===== src/rtl/eco32_core_ifu_evm_arb.sv =====
// Four-channel round-robin arbiter feeding the IFU event-injection port.
// Define ECO32_EVM_ARB_PRIO0_EN to give channel 0 fixed priority over channels 1..3.
module eco32_core_ifu_evm_arb #(
  parameter int unsigned TIMEOUT = 0
) (
  input  logic        clk,
  input  logic        rst,
  input  logic [3:0]  rq_req,
  input  logic [15:0] rq_eid,
  input  logic [15:0] rq_erx,
  output logic [3:0]  rq_ack,
  input  logic [3:0]  ch_ena,
  output logic        o_req,
  output logic [3:0]  o_eid,
  output logic [3:0]  o_erx,
  output logic [1:0]  o_src,
  input  logic        o_ack,
  output logic        o_drop
);

  typedef enum logic [1:0] {S_IDLE, S_LOAD, S_ISSUE, S_GAP} state_t;

  state_t      r_state;
  state_t      w_next;
  logic [1:0]  r_ptr;
  logic [1:0]  r_gnt;
  logic [3:0]  r_eid;
  logic [3:0]  r_erx;
  logic [7:0]  r_tcnt;
  logic        r_drop;
  logic [3:0]  w_elig;
  logic [1:0]  w_win;
  logic        w_found;
  logic        w_tmo;

  assign w_elig = rq_req & ch_ena;

  always_comb begin
    w_win   = r_ptr;
    w_found = 1'b0;
    for (int unsigned i = 0; i < 4; i++) begin
      if (!w_found && w_elig[r_ptr + 2'(i)]) begin
        w_win   = r_ptr + 2'(i);
        w_found = 1'b1;
      end
    end
`ifdef ECO32_EVM_ARB_PRIO0_EN
    if (w_elig[0]) begin
      w_win = 2'd0;
    end
`endif
  end

  // Counter holds the number of ISSUE cycles already completed, so the
  // last permitted cycle is the one where it equals TIMEOUT-1.
  always_comb begin
    w_tmo = 1'b0;
    if (TIMEOUT != 0) begin
      w_tmo = (r_tcnt == 8'(TIMEOUT - 1));
    end
  end

  always_ff @(posedge clk or posedge rst) begin
    if (rst) begin
      r_state <= S_IDLE;
    end else begin
      r_state <= w_next;
    end
  end

  always_comb begin
    w_next = r_state;
    case (r_state)
      S_IDLE:  if (|w_elig) w_next = S_LOAD;
      S_LOAD:  w_next = S_ISSUE;
      S_ISSUE: if (o_ack || w_tmo) w_next = S_GAP;
      S_GAP:   w_next = S_IDLE;
      default: w_next = S_IDLE;
    endcase
  end

  always_ff @(posedge clk or posedge rst) begin
    if (rst) begin
      r_ptr  <= '0;
      r_gnt  <= '0;
      r_eid  <= '0;
      r_erx  <= '0;
      r_tcnt <= '0;
      r_drop <= 1'b0;
    end else begin
      r_drop <= 1'b0;
      case (r_state)
        S_IDLE: begin
          if (|w_elig) begin
            r_gnt <= w_win;
            r_eid <= rq_eid[{w_win, 2'b00} +: 4];
            r_erx <= rq_erx[{w_win, 2'b00} +: 4];
          end
        end
        S_LOAD: begin
          r_tcnt <= '0;
        end
        S_ISSUE: begin
          r_tcnt <= r_tcnt + 8'd1;
          r_drop <= !o_ack && w_tmo;
        end
        S_GAP: begin
`ifdef ECO32_EVM_ARB_PRIO0_EN
          if (r_gnt != 2'd0) begin
            r_ptr <= r_gnt + 2'd1;
          end
`else
          r_ptr <= r_gnt + 2'd1;
`endif
        end
        default: begin
          r_drop <= 1'b0;
        end
      endcase
    end
  end

  assign rq_ack = (r_state == S_LOAD) ? (4'b0001 << r_gnt) : '0;
  assign o_req  = (r_state == S_ISSUE);
  assign o_eid  = r_eid;
  assign o_erx  = r_erx;
  assign o_src  = r_gnt;
  assign o_drop = r_drop;

endmodule


===== config.mk =====
export PLATFORM = sky130hd
export DESIGN_NAME = eco32_core_ifu_evm_arb
export DESIGN_NICKNAME = d
export VERILOG_FILES = /design/src/rtl/eco32_core_ifu_evm_arb.sv
export SDC_FILE = /design/constraint.sdc
export NUM_CORES = 1
export LEC_CHECK = 0
export CORE_MARGIN = 3
export CORE_UTILIZATION = 40
export DETAILED_ROUTE_END_ITERATION = 6
export PLACE_DENSITY = 0.78
export SYNTH_ARGS = -nofsm -noshare
export SYNTH_HDL_FRONTEND = slang
export SYNTH_SLANG_ARGS = --single-unit

===== constraint.sdc =====
create_clock -name clk -period 5 [get_ports clk]
set_input_delay 1 -clock clk [delete_from_list [all_inputs] [get_ports clk]]
set_output_delay 1 -clock clk [all_outputs]
set_load 0.03 [all_outputs]

==> out/metrics.yaml <==
tns_ns: 0
synth_top_family_by_area: "compound AO/OA/AOI/OAI gates"
clock_path_buffers: 2
cts_buffers: 3
synthDistinctLibCells: 38
synth_mux_area_share_pct: 8.56
drv_cap: 0
synth_xor_area_share_pct: 0
cts_tree: "done"
crit_chain: "clkdlybuf4s50_1 > a21boi_1 > o211a_1 > nor3_2 > mux2i_1 > o211ai_1"
syn_inst: 123
ys_async_sr_fraction_pct: 100
post-route-util_pct: 64.0
finalCritPeriodShare_pct: 58.7
syn_to_final_growth_pct: 49.7
peakVddDrop_mv: 0.190
post_dp_cell_area_um2: 1760
end_kind: "register"
final_cells: 210
ant_nets: 0
layout-drive-gt1-share_pct: 11.2
row_count: 19
diodes: 0
synth_compound_area_share_pct: 29.5
post_cts_resized: 0
min_period_ns: 2.93
synth_simple_gate_area_share_pct: 17.3
layout_commonest_cell: "clkdlybuf4s50_1"
r2r_cells: 5
ys_warn_count: 0
vias_per_cell: 5.51
hold_viol: 0
outcome: "completed"
drt_first_pass_iters: 4
dp_cells: 206
wirelength_mm: 3.12
relSlewSlack_pct: 40.5
r2r_slack_ns: 2.70
power.static_leakage_uw: 0.000741
place_congestion: 0.789
wl_per_cell_um: 14.8
ctsHoldBuffers: 0
path_class: "in2reg"
hp-class: "reg2reg"
cp_max_fo: 9
ys_seq_area_share_pct: 29.2
fp.dieH_um: 60.7
grt_pass1_vias: 1148
min_from: "o_eid[3]"
synth-seq-cells: 14
setup_viol: 0
worst-endpoint-required_ns: 5.13
clk_latency_ns: 0.27
rr_startpoint: "r_ptr[1]"
synthFlopType: "dfrtp_1"
hold_path_end: "o_eid[3]"
ioPinCount: 59
vias: 1157
grt_max_degree: 15
portBuffers: 57
hpwl_mm: 2.61
fmax_mhz: 341
clock-sinks: 14
synth_fa_ha_area_share_pct: 8.35
fillers: 259
post_cts_buffers: 0
r2r-end: "o_erx[0]"
fin_worst_skew_ns: 0.000359
holdPathStages: 2
start_util_pct: 42.7
cts.clk_slew.worst_paths_ns: 0.08
synth_area_per_cell_um2: 9.75
arrival_ns: 3.06
drc: 0
coreArea_um2: 2810
track_usage_pct: 18.8
setup.worst_path.start_class: "primary input"
tightest_slew_ns: 0.887
die_area_um2: 3690
h-tree-depth: 1
power.total_uw: 827
synthesis.area_um2: 1200
final_nets: 231
p_per_area_nw_per_um2: 461
grt_pass1_wl_mm: 5.18
max_stage_delay_ns: 0.75
synth_nets: 174
root_buffer: "clkbuf_4"
slowest_stage: "nor3_2"
final_area_um2: 1790
die_w_um: 60.7
rsz0062_at_grt: "no"
mostFrequentLayoutCells: "57 x clkdlybuf4s50_1, 15 x nand2_1, 14 x dfrtp_1, 11 x o21ai_0, 9 x o211ai_1"
synth-edff-count: 0
drt-initial-drc-count: 54
finalMaxSlewViolations: 0
grt_remaining_overflow: 0
antenna_found_initial: 0
-- final cells by class --
type                       instances  area (µm²)  share of cell area, %
inverter                           6        22.5                   1.26
clock buffer                       4        36.3                   2.02
timing repair buffer              58         578                   32.2
multi-input combinational         97         768                   42.8
sequential                        14         350                   19.5
tap                               31        38.8                   2.16
-- cells by family after synthesis --
group | after synthesis
DFF | 14
AOI/OAI and AO/OA | 43
other | 1
muxes | 10
and+or+nand+nor | 35
buffers and inverters | 12
adders and majority gates | 8
-- layer usage --
metal / global-route usage (%) / part of all wire [%]
met1: 25.2 / 43
met4: 10.8 / 2.4
met3: 2.34 / 7.3
met5: 0 / 0
met2: 29.0 / 47
-- critical path, delay by kind of cell --
| family | cells | cell delay (ns) |
|---|---|---|
| AND/OR/NAND/NOR | 1 | 0.75 |
| AO/OA/AOI/OAI | 3 | 0.52 |
| buffers and inverters | 1 | 0.51 |
| multiplexers | 1 | 0.28 |
-- cell usage after synthesis, types with 2 or more instances --
master | instances | area (µm²)
mux2_2 | 2 | 22.5
dfrtp_1 | 14 | 350
o31a_2 | 6 | 60.1
o21ai_0 | 11 | 55.1
nand2_1 | 15 | 56.3
mux2i_1 | 8 | 80.1
and4_1 | 8 | 70.1
ha_1 | 8 | 100
buf_6 | 4 | 45.0
o31a_1 | 2 | 17.5
inv_1 | 5 | 18.8
o211ai_1 | 9 | 67.6
and2_1 | 6 | 37.5
-- registers in the layout, indices dropped and copies added, names as in the netlist --
register and cells:
o_erx 4, o_src 2, o_eid 4, r_state 2
r_ptr 2
-- where the power goes --
group          switching, µW  internal (µW)
combinational            280            243
clock                   34.4           44.2
sequential              55.1            170
-- through the flow --
stage          setup slack (ns)  hold WS [ns]
6_report                   2.07         0.505
2_1_floorplan              2.71         0.517
3_3_place_gp               1.87         0.478
4_1_cts                    2.05         0.507
5_1_grt                    1.93         0.538
3_5_place_dp               1.76         0.488
-- worst max-delay path by stage --
stage | startpoint | endpoint | slack, ns
finish | rq_req[3] | o_erx[0] | 2.07
floorplan | rq_req[1] | o_src[1] | 2.71
global route | rq_req[3] | o_eid[2] | 1.93
global placement | rq_req[3] | o_eid[1] | 1.87
CTS | rq_req[3] | o_eid[2] | 2.05
detailed placement | rq_req[3] | o_erx[2] | 1.76
Note: power is estimated with default switching activity, not from simulation.
